--- src/rtl/muldiv_sequencer.sv ---
// muldiv_sequencer: iterative RV32M multiply/divide unit for the EX stage.
// Computes one bit per cycle (XLEN iterations) with a three-state FSM.
// Ports:
//   clk, reset      - clock and synchronous active-high reset
//   start           - M-extension instruction present in EX
//   funct3          - operation select (MUL..REMU)
//   op_a, op_b      - rs1 / rs2 values
//   flush           - squash the operation in progress
//   stall           - combinational pipeline hold
//   busy            - FSM not in IDLE
//   done            - one-cycle pulse, result valid
//   result          - registered result, held until the next accepted start
module muldiv_sequencer #(
    parameter int XLEN = 32
) (
    input  logic            clk,
    input  logic            reset,
    input  logic            start,
    input  logic [2:0]      funct3,
    input  logic [XLEN-1:0] op_a,
    input  logic [XLEN-1:0] op_b,
    input  logic            flush,
    output logic            stall,
    output logic            busy,
    output logic            done,
    output logic [XLEN-1:0] result
);

    localparam int CW = $clog2(XLEN) + 1;
    localparam logic [CW-1:0] LAST_CNT = CW'(XLEN - 1);

    localparam logic [1:0] IDLE = 2'b00;
    localparam logic [1:0] CALC = 2'b01;
    localparam logic [1:0] DONE = 2'b10;

    localparam logic [XLEN-1:0] ALL_ONES = {XLEN{1'b1}};
    localparam logic [XLEN-1:0] INT_MIN  = {1'b1, {(XLEN-1){1'b0}}};

    logic [1:0]        state_r;
    logic [2:0]        f3_r;
    logic              neg_r;
    logic [XLEN-1:0]   opnd_r;    // multiplicand (mul) or divisor (div) magnitude
    logic [2*XLEN-1:0] acc_r;     // mul: {partial hi, multiplier}; div: {remainder, quotient}
    logic [CW-1:0]     cnt_r;
    logic [XLEN-1:0]   result_r;

    logic              a_signed_s, b_signed_s, a_neg_s, b_neg_s, neg_s;
    logic [XLEN-1:0]   mag_a_s, mag_b_s;
    logic              special_s;
    logic [XLEN-1:0]   special_res_s;
    logic [XLEN:0]     mul_sum_s, div_trial_s, div_diff_s;
    logic [2*XLEN-1:0] acc_nxt_s, prod_s;
    logic [XLEN-1:0]   quo_s, rem_s, calc_res_s;

    // Operand decode at acceptance: signedness, magnitudes, result sign, special cases.
    always_comb begin
        a_signed_s = (funct3 == 3'b001) || (funct3 == 3'b010) ||
                     (funct3 == 3'b100) || (funct3 == 3'b110);
        b_signed_s = (funct3 == 3'b001) || (funct3 == 3'b100) || (funct3 == 3'b110);
        a_neg_s    = a_signed_s & op_a[XLEN-1];
        b_neg_s    = b_signed_s & op_b[XLEN-1];
        mag_a_s    = a_neg_s ? (~op_a + {{(XLEN-1){1'b0}}, 1'b1}) : op_a;
        mag_b_s    = b_neg_s ? (~op_b + {{(XLEN-1){1'b0}}, 1'b1}) : op_b;
        // Remainder follows the dividend; everything else follows the sign product.
        if (funct3 == 3'b110) begin
            neg_s = a_neg_s;
        end else begin
            neg_s = a_neg_s ^ b_neg_s;
        end
        special_s     = 1'b0;
        special_res_s = {XLEN{1'b0}};
        if (funct3[2] && (op_b == {XLEN{1'b0}})) begin
            special_s     = 1'b1;
            special_res_s = funct3[1] ? op_a : ALL_ONES;
        end else if (((funct3 == 3'b100) || (funct3 == 3'b110)) &&
                     (op_a == INT_MIN) && (op_b == ALL_ONES)) begin
            special_s     = 1'b1;
            special_res_s = funct3[1] ? {XLEN{1'b0}} : INT_MIN;
        end else begin
            special_s     = 1'b0;
            special_res_s = {XLEN{1'b0}};
        end
    end

    // One iteration step plus the sign-corrected final result.
    always_comb begin
        mul_sum_s   = {1'b0, acc_r[2*XLEN-1:XLEN]} +
                      (acc_r[0] ? {1'b0, opnd_r} : {(XLEN+1){1'b0}});
        div_trial_s = {acc_r[2*XLEN-1:XLEN], acc_r[XLEN-1]};
        div_diff_s  = div_trial_s - {1'b0, opnd_r};
        if (f3_r[2]) begin
            // Restore when the trial subtraction goes negative.
            if (div_diff_s[XLEN]) begin
                acc_nxt_s = {div_trial_s[XLEN-1:0], acc_r[XLEN-2:0], 1'b0};
            end else begin
                acc_nxt_s = {div_diff_s[XLEN-1:0], acc_r[XLEN-2:0], 1'b1};
            end
        end else begin
            acc_nxt_s = {mul_sum_s, acc_r[XLEN-1:1]};
        end
        prod_s = neg_r ? (~acc_nxt_s + {{(2*XLEN-1){1'b0}}, 1'b1}) : acc_nxt_s;
        quo_s  = acc_nxt_s[XLEN-1:0];
        rem_s  = acc_nxt_s[2*XLEN-1:XLEN];
        case (f3_r)
            3'b000:  calc_res_s = prod_s[XLEN-1:0];
            3'b001,
            3'b010,
            3'b011:  calc_res_s = prod_s[2*XLEN-1:XLEN];
            3'b100,
            3'b101:  calc_res_s = neg_r ? (~quo_s + {{(XLEN-1){1'b0}}, 1'b1}) : quo_s;
            3'b110,
            3'b111:  calc_res_s = neg_r ? (~rem_s + {{(XLEN-1){1'b0}}, 1'b1}) : rem_s;
            default: calc_res_s = {XLEN{1'b0}};
        endcase
    end

    // Sequencing FSM and datapath registers.
    always_ff @(posedge clk) begin
        if (reset) begin
            state_r  <= IDLE;
            f3_r     <= 3'b000;
            neg_r    <= 1'b0;
            opnd_r   <= {XLEN{1'b0}};
            acc_r    <= {(2*XLEN){1'b0}};
            cnt_r    <= {CW{1'b0}};
            result_r <= {XLEN{1'b0}};
        end else if (flush) begin
            state_r <= IDLE;
        end else begin
            case (state_r)
                IDLE: begin
                    if (start) begin
                        f3_r  <= funct3;
                        neg_r <= neg_s;
                        cnt_r <= {CW{1'b0}};
                        if (special_s) begin
                            result_r <= special_res_s;
                            state_r  <= DONE;
                        end else begin
                            opnd_r  <= funct3[2] ? mag_b_s : mag_a_s;
                            acc_r   <= funct3[2] ? {{XLEN{1'b0}}, mag_a_s}
                                                 : {{XLEN{1'b0}}, mag_b_s};
                            state_r <= CALC;
                        end
                    end
                end
                CALC: begin
                    acc_r <= acc_nxt_s;
                    cnt_r <= cnt_r + CW'(1);
                    if (cnt_r == LAST_CNT) begin
                        result_r <= calc_res_s;
                        state_r  <= DONE;
                    end
                end
                DONE: begin
                    // The finished instruction is still in EX, so start is ignored.
                    state_r <= IDLE;
                end
                default: begin
                    state_r <= IDLE;
                end
            endcase
        end
    end

    assign stall  = ~reset & (((state_r == IDLE) & start & ~flush) | (state_r == CALC));
    assign busy   = (state_r != IDLE);
    assign done   = (state_r == DONE);
    assign result = result_r;

endmodule

--- config.mk ---
export PLATFORM = sky130hd
export DESIGN_NAME = muldiv_sequencer
export DESIGN_NICKNAME = d
export VERILOG_FILES = /design/src/rtl/muldiv_sequencer.sv
export SDC_FILE = /design/constraint.sdc
export NUM_CORES = 1
export LEC_CHECK = 0
export BUFFER_PORTS_ARGS = -buffer_cell sky130_fd_sc_hd__buf_4
export CAP_MARGIN = 20
export CORE_ASPECT_RATIO = 0.6
export CORE_MARGIN = 4
export CORE_UTILIZATION = 45
export DETAILED_ROUTE_END_ITERATION = 7
export PLACE_DENSITY = 0.66
export SLEW_MARGIN = 5
export SYNTH_ARGS = -nofsm -noshare
export SYNTH_HDL_FRONTEND = slang
export SYNTH_SLANG_ARGS = --single-unit
--- constraint.sdc ---
create_clock -name clk -period 13.8 [get_ports clk]
set_input_delay 2.76 -clock clk [delete_from_list [all_inputs] [get_ports clk]]
set_output_delay 2.76 -clock clk [all_outputs]
set_load 0.02 [all_outputs]
---- Yosys cells after proc, flatten, opt, wreduce, memory -nomap -nowiden ----
Cells that the tools add are included.
cells by class
  $add $sub $neg .......................... 8
  equality and inequality tests ........... 20
  multiplexer cells ....................... 31
  bitwise logic cells ..................... 15
  reduce and logical (&&, ||, !) cells .... 24
operator list
  operator                 number
  $mux W32                 14
  $mux W64                 5
  $add A32 B1 Y32 const B  4
  $not A32 Y32             4
  $pmux W32 S4             1
  $pmux W64 S2             1
  $add A64 B1 Y64 const B  1
  $eq A32 B32 Y1 const B   2
  $not A64 Y64             1
  $pmux W32 S2             1
  $add A32 B32 Y33         1
  $sub A33 B32 Y33         1
  $logic_not A32 Y1        1
  $eq A3 B3 Y1 const B     6
  $pmux W6 S2              1
  $eq A3 B2 Y1 const B     3
  $ne A2 B2 Y1 const B     4
  $reduce_and A4 Y1        2
  $add A6 B1 Y6 const B    1
  $eq A3 B1 Y1 const B     2
  $eq A6 B5 Y1 const B     1
  $logic_or A1 B1 Y1       6
  $mux W2                  3
  $mux W6                  1
  other kinds (17)         31
word-level totals
  flip-flop bits (word level) ............. 140
  input bits .............................. 71
  output and inout port bits .............. 35
  word-level logic and storage cells ...... 105

---- Depth between registers and ports, before layout ----
Gate-level depths: netlist of the first run.
  depth after elaboration ................. 10
  gate-level depth with buffers ........... 23
  depth with buffers taken out ............ 22

---- Worst setup path after synthesis of the first run ----
OpenSTA, ideal clock, no wires.
  path kind ............................... input to register
  start ................................... in op_b[8]
  end ..................................... reg result_r[17], in the netlist result[17]
  library setup time ...................... 0.132 ns
  arrival time ............................ 6.223 ns
  required time ........................... 13.668 ns
  setup slack ............................. 7.445 ns
  cell stages on the path ................. 12
  path buffers ............................ 2
  cells stage by stage .................... or4_1 > nor4_1 > nor2b_1 > nand3_1 > nor4_1 > a21oi_1 > a211oi_1 > clkbuf_1 > clkbuf_1 > o211ai_1 > a31oi_1 > nor3_1
on the way
  word-level cells in the longest chain between the ends .. 7
  elaborated cells on any way between the ends .. 13
  those cells by class .................... 2 x eq/ne; 7 x mux; 4 x reduce/logical
RTL lines
  item                    RTL line  RTL
  start: declaration      21        input logic [XLEN-1:0] op_b,
  $eq A32 B32 Y1          76        (op_a == INT_MIN) && (op_b == ALL_ONES)) begin
  $logic_and A1 B1 Y1     76
  $mux W32                75        end else if (((funct3 == 3'b100) || (funct3 == 3'b110)) &&
  $mux W32                72        if (funct3[2] && (op_b == {XLEN{1'b0}})) begin
  $mux W32                136       if (special_s) begin
  $mux W32                132       if (start) begin
  $pmux W32 S2            130       case (state_r)
  end signal: assignment  126       result_r <= {XLEN{1'b0}};
  end signal: assignment  137       result_r <= special_res_s;
  end signal: assignment  151       result_r <= calc_res_s;
  end: declaration        45        logic [XLEN-1:0] result_r;
Parallel ways exist; a longest one is shown, timed or not. The select of a mux whose other input is x is not followed.
A chain may end at the register's enable or synchronous reset.

---- Worst setup path in the final report of the first run ----
  start ................................... in op_b[8]
  end ..................................... reg result_r[31], in the netlist result[31]
The elaborated chain is that of the path after synthesis.

==> run summary, run 1 <==
nets -> 2417
Layout fillers -> 3431
type of origin of the critical path -> input port
setup repair bufs after CTS -> 0
placed cells -> 2712
core footprint -> 33900 um2
Worst Hold Endpoint -> opnd_r[4]
crit path DAT -> 7.64 ns
final setup fails -> 0
GR Overflow Total -> 0
HP Start -> opnd_r[4]
setup TNS -> 0 ns
cts repair resizes -> 0
Worst setup EP type -> flip-flop
crit-path leading delay family -> simple AND/OR/NAND/NOR gates
TritonCTS clock tree -> done
yosys warns -> 0
outcome -> finished clean
Starting Density -> 45.85%
final WL -> 67.62 mm
die width -> 247.9 um
final hold violation count -> 0
crit-path max FO -> 61
detailed-route vias per instance -> 6.643
RR Endpoint -> result[30]
GRT Total Usage -> 34.62%
clock buffer depth -> 2
cts hold-fix bufs -> 0
DR WL/cell -> 24.61 um
Reg area -> 2808 um2
Tcrit/Tclk final -> 52.54%
IO Count -> 106
leak pwr -> 0.006709 uW
htree depth -> 4
die footprint -> 37680 um2
Reg2Reg Depth -> 19
Post-synth top flop -> dfxtp_1
setup ws final -> 6.549 ns
number of global-route vias before repair -> 16026
Reg clk slew, reported paths -> 0.06 ns
WP data required -> 14.19 ns
Slew Limit Headroom -> 24.74%
height of the chip -> 152.0 um
most frequent cells in the layout -> nor2_1, nand2_1, a21oi_1
CTS buffer count -> 17
Hold WC Path Type -> flip-flop to flip-flop
layout cells sized above 1 -> 9.926%
Max Cap Viol -> 0
multi-input logic area -> 11900 um2
Fin Hold WS -> 0.4859 ns
row cnt -> 52
slowest stage delay, CP -> 0.88 ns
FMAX -> 0.1379 GHz
largest net degree at the start of global routing -> 72
drt first pass iters -> 6
slew at the pin with the worst max-slew slack -> 1.120 ns
commonest non-fill, non-tap cell in the layout -> nor2_1
final std cells w/o fill -> 2747
worst r2r src -> opnd_r[23]
detailed-route via count -> 18248
Setup Skew -> 0.009727 ns
FFs w/ async S/R, synth -> 0%
placed wire-length estimate -> 53.19 mm
number of flops mapped to enable cells by yosys -> 0
critical path class -> input port to flip-flop
gp weighted congestion -> 1.080
PortBufs -> 105
Reg2Reg Setup Slack -> 6.99 ns
slowest stage cell, crit path -> nor4_1
flops & latches, synth -> 140
clk sinks -> 140
DRC -> 0
synthesized area per cell -> 6.869 um2
pre-CTS WS -> 6.279 ns
clk_lat worst skew -> 0.45 ns
WP buf/inv -> 2
Netlist Area Pre-Place -> 15540 um2
RSZ-0062 raised after global routing -> false
Mapped Nets -> 2406
first-pass GRT wire length -> 101.0 mm
Gate Count Post-Synth -> 2263
root buffer cell -> clkbuf_16
Seq/Total Area, Yosys -> 18.03%
min Tclk post-route -> 7.251 ns
DR iter-0 viols -> 2680
Slew Limit Fails -> 0
Critical path origin -> op_b[8]
initial antenna violation count -> 2
Routed Antenna Nets -> 0
post-synth cell types -> 83
worst vdd ir -> 0.09173 mV
P&R area growth vs syn -> 10.60%
worst path cell trace -> buf_4 -> or4_1 -> nor4_1 -> nor2b_1 -> nand3_1 -> nor4_1 -> a21oi_1 -> a211oi_4 -> buf_4 -> nand3_1 -> a21o_1 -> o21ai_0 -> a21oi_1 -> a32oi_1 -> o41a_1
worst hold stages -> 2
power density over cell area -> 84.29 nW/um2
==> state kept, by name, indices dropped and copies added, names as in the netlist <==
register / count
cnt_r: 6
neg_r: 1
state_r: 2
result: 32
acc_r: 64
f3_r: 3
opnd_r: 32
==> area by class of cell <==
class	instances	area share [%]
inverters	74	1.616
well taps	459	3.341
repair buffers	140	6.143
flip-flops and latches	140	16.33
multi-input cells	1901	69.24
clock buffers	20	2.598
diodes	1	0.01456
clock inverters	12	0.7205
==> synth_stat cells (12+ instances only) <==
| master | number | area share [%] |
|---|---|---|
| inv_1 | 74 | 1.8 |
| a221oi_1 | 12 | 0.68 |
| o21ai_0 | 171 | 5.5 |
| o41ai_1 | 12 | 0.68 |
| nand3_1 | 49 | 1.6 |
| o31ai_1 | 23 | 1.1 |
| a31oi_1 | 27 | 1.1 |
| nor3_1 | 92 | 3.0 |
| clkbuf_1 | 118 | 2.8 |
| a21o_1 | 29 | 1.4 |
| xor2_1 | 66 | 3.7 |
| nand4_1 | 38 | 1.5 |
| xnor2_1 | 85 | 4.8 |
| o21a_1 | 17 | 0.82 |
| nor4_1 | 27 | 1.1 |
| and2_1 | 43 | 1.7 |
| a22oi_1 | 30 | 1.4 |
| nor2b_1 | 14 | 0.56 |
| or2_2 | 14 | 0.56 |
| a311oi_1 | 15 | 0.85 |
| buf_2 | 13 | 0.42 |
| mux2i_1 | 63 | 4.1 |
| and3_1 | 17 | 0.68 |
| nand2_1 | 214 | 5.2 |
| nand2b_1 | 20 | 0.80 |
| o211ai_1 | 71 | 3.4 |
| a211oi_1 | 44 | 2.1 |
| a21oi_1 | 182 | 5.9 |
| ha_1 | 70 | 5.6 |
| buf_1 | 13 | 0.31 |
| nor2_1 | 294 | 7.1 |
| or3_1 | 16 | 0.64 |
| dfxtp_1 | 140 | 18 |
==> power breakdown <==
part | leakage [uW] | total (uW) | switching (uW) | internal [uW]
clock | 0.000272 | 470 | 201 | 269
combinational | 0.00530 | 532 | 355 | 177
sequential | 0.00114 | 446 | 24.7 | 422
==> layer usage <==
layer,vias up,track usage [%],part of all wire (%)
met2,1142,44.27,38
met1,8695,54.51,46
met5,-,1.023,0.099
met4,2,7.703,2.0
li1,8332,-,-
met3,77,11.40,14
==> cells by family after synthesis <==
logic type	after synthesis	share of synthesized area (%)
adder cells (fa/ha/maj)	72	5.892
buffers and inverters	222	5.659
AO/OA/AOI/OAI	724	30.39
flip-flops	140	18.03
AND/OR/NAND/NOR	883	26.89
XOR/XNOR	151	8.508
multiplexers	71	4.637
==> worst reg2reg max path, cell delays in order, from the launching register on <==
cell and delay [ns]:
dfxtp_1 0.44, inv_1 0.07, ha_1 0.41, and4_1 0.27, and4_1 0.27, a32o_1 0.33
or3_4 0.40, or3_1 0.35, buf_4 0.22, nand2_1 0.67, o21ai_0 0.29, mux2i_1 0.31
ha_1 0.31, nand4b_1 0.42, nor2_1 0.55, nand3_1 0.18, o41ai_1 0.61, xor2_1 0.21
o21ai_0 0.10, a211o_1 0.32
==> worst max-delay path by stage <==
stage                       endpoint  slack (ns)  cells after the start
after floorplan           result[17]        7.44                     12
after global placement    result[31]        6.49                     16
after detailed placement  result[31]        6.28                     15
after CTS                 result[31]        6.73                     15
after global routing      result[31]        6.23                     15
final                     result[31]        6.55                     15
==> through the flow <==
step	power, uW	utilization, %	cell area (um2)
floorplan	787.3	-	15540
global placement	954.3	48.97	16600
detailed placement	957.0	48.97	16600
CTS	1421	50.65	17170
global route	1500	50.71	17190
finish	1449	50.72	17190
(Power assumes the default switching activity.)
==> run 2, diff against run 1 <==
==> constraint.sdc (replaced) <==
create_clock -name clk -period 7.4 [get_ports clk]
set_input_delay 1.48 -clock clk [delete_from_list [all_inputs] [get_ports clk]]
set_output_delay 1.48 -clock clk [all_outputs]
set_load 0.02 [all_outputs]
==> run summary, run 2 (synthesized netlist as in run 1, its figures left out) <==
clk_lat worst skew -> 0.46 ns (about the same)
Layout fillers -> 3448 (+0.50%)
Setup Skew -> 0.007434 ns (-0.002293 ns)
PortBufs -> 105 (unchanged)
worst hold stages -> 2 (unchanged)
number of global-route vias before repair -> 16157 (+0.82%)
detailed-route vias per instance -> 6.674 (+0.47%)
gp weighted congestion -> 1.062 (-1.6%)
slowest stage cell, crit path -> nor3b_1
DR WL/cell -> 25.57 um (+3.9%)
HP Start -> opnd_r[27]
outcome -> finished clean
root buffer cell -> clkbuf_16
critical path class -> flip-flop to flip-flop
clock buffer depth -> 2 (unchanged)
htree depth -> 4 (unchanged)
crit path DAT -> 7.02 ns (-0.62 ns)
final setup fails -> 0 (unchanged)
multi-input logic area -> 11910 um2 (about the same)
worst r2r src -> opnd_r[21]
power density over cell area -> 160.8 nW/um2 (+91%)
DRC -> 0 (unchanged)
slew at the pin with the worst max-slew slack -> 1.158 ns (+0.03761 ns)
cts hold-fix bufs -> 0 (unchanged)
nets -> 2430 (+0.54%)
GR Overflow Total -> 0 (unchanged)
Reg2Reg Setup Slack -> 0.71 ns (-6.28 ns)
Max Cap Viol -> 0 (unchanged)
worst path cell trace -> inv_1 -> ha_1 -> a21o_1 -> a311oi_1 -> nor3b_1 -> or3_4 -> or3_1 -> nand2_1 -> buf_4 -> nand2_1 -> a31oi_1 -> inv_1 -> ha_1 -> nand4b_1 -> nor3_1 -> nand3_1 -> o31ai_1 -> xnor2_1 -> a21oi_1 -> nor3_1
Reg with most FFs -> acc_r
RR Endpoint -> result[18]
die width -> 247.9 um (unchanged)
drt first pass iters -> 8 (+2)
leak pwr -> 0.006805 uW (+1.4%)
Worst Hold Endpoint -> opnd_r[27]
Starting Density -> 45.85% (unchanged)
crit-path max FO -> 14 (-77%)
height of the chip -> 152.0 um (unchanged)
GRT Total Usage -> 35.93% (+1.3 points)
DR iter-0 viols -> 2950 (+10%)
# diodes -> 0 (-1)
Slew Limit Fails -> 0 (unchanged)
max reg flops -> 64 (unchanged)
most frequent cells in the layout -> nor2_1, nand2_1, a21oi_1
final WL -> 70.53 mm (+4.3%)
Hold WC Path Type -> flip-flop to flip-flop
Reg2Reg Depth -> 20 (+1)
RSZ-0062 raised after global routing -> false
P&R area growth vs syn -> 11.66%
initial antenna violation count -> 1 (-1)
placed wire-length estimate -> 55.49 mm (+4.3%)
core footprint -> 33900 um2 (unchanged)
Routed Antenna Nets -> 0 (unchanged)
die footprint -> 37680 um2 (unchanged)
min Tclk post-route -> 6.691 ns
layout cells sized above 1 -> 10.48% (+0.56 points)
TritonCTS clock tree -> done
Worst setup EP type -> flip-flop
setup ws final -> 0.7091 ns (-5.840 ns)
dpl cell area -> 16700 um2 (+0.62%)
first-pass GRT wire length -> 104.0 mm (+2.9%)
type of origin of the critical path -> flip-flop
clk sinks -> 140 (unchanged)
final hold violation count -> 0 (unchanged)
pre-CTS WS -> 0.9605 ns (-5.319 ns)
detailed-route via count -> 18408 (+0.88%)
WP data required -> 7.72 ns (-6.47 ns)
largest net degree at the start of global routing -> 64 (-11%)
slowest stage delay, CP -> 0.75 ns (-0.13 ns)
IO Count -> 106 (unchanged)
Tcrit/Tclk final -> 90.42%
Reg clk slew, reported paths -> 0.07 ns (about the same)
row cnt -> 52 (unchanged)
Final Cell Area -> 17360 um2 (+0.96%)
FMAX -> 0.1495 GHz
setup repair bufs after CTS -> 0 (unchanged)
commonest non-fill, non-tap cell in the layout -> nor2_1
worst vdd ir -> 0.1672 mV (+82%)
Slew Limit Headroom -> 22.21% (-2.5 points)
setup TNS -> 0 ns (unchanged)
cts repair resizes -> 0 (unchanged)
Reg area -> 2808 um2 (unchanged)
CTS buffer count -> 17 (unchanged)
-- run 2: how the worst max path moves through the flow --
stage	from	endpoint	slack [ns]	cells past startpoint
after floorplan	op_b[8]	result[17]	2.32	12
after global placement	op_b[8]	result[31]	1.16	15
after detailed placement	op_b[8]	result[31]	0.96	15
after CTS	opnd_r[21]	result[18]	1.11	19
after global routing	opnd_r[23]	result[26]	0.41	19
final	opnd_r[21]	result[18]	0.71	20
-- run 2: critical path: cells and delay by family (launching register included) --
family / cells / cell delay (ns)
and+or+nand+nor: 9 / 3.54
AOI/OAI and AO/OA: 5 / 1.30
adders and majority gates: 2 / 0.70
buffers and inverters: 3 / 0.51
DFF: 1 / 0.33
xor gates and xnor gates: 1 / 0.16
-- run 2: area by class of cell --
type	instances	area share [%]
tap	459	3.309
clock buffer	20	2.696
clock inverter	11	0.9083
timing repair buffer	153	6.690
multi-input combinational	1901	68.62
sequential	140	16.18
inverter	74	1.600
-- run 2: report_power, final --
group	leakage [uW]	switching [uW]	internal, uW
Clock	0.000299	391	562
Sequential	0.00114	38.8	786
Combinational	0.00537	677	336
Total	0.00680	1110	1680
-- run 2: stage by stage --
stage,utilization [%],power [uW],hold WS (ns),instances
2_1_floorplan,-,1468,0.4403,2263
3_3_place_gp,49.25,1798,0.4514,2724
3_5_place_dp,49.27,1799,0.4560,2725
4_1_cts,51.11,2741,0.4646,2756
5_1_grt,51.20,2890,0.4836,2758
6_report,51.20,2791,0.4632,2758
-- run 2: per-layer routing --
metal	wire length, um	GRT usage (%)
met1	32340	57.24
met2	26030	44.70
met3	10660	12.47
met4	1484	8.052
met5	12	0
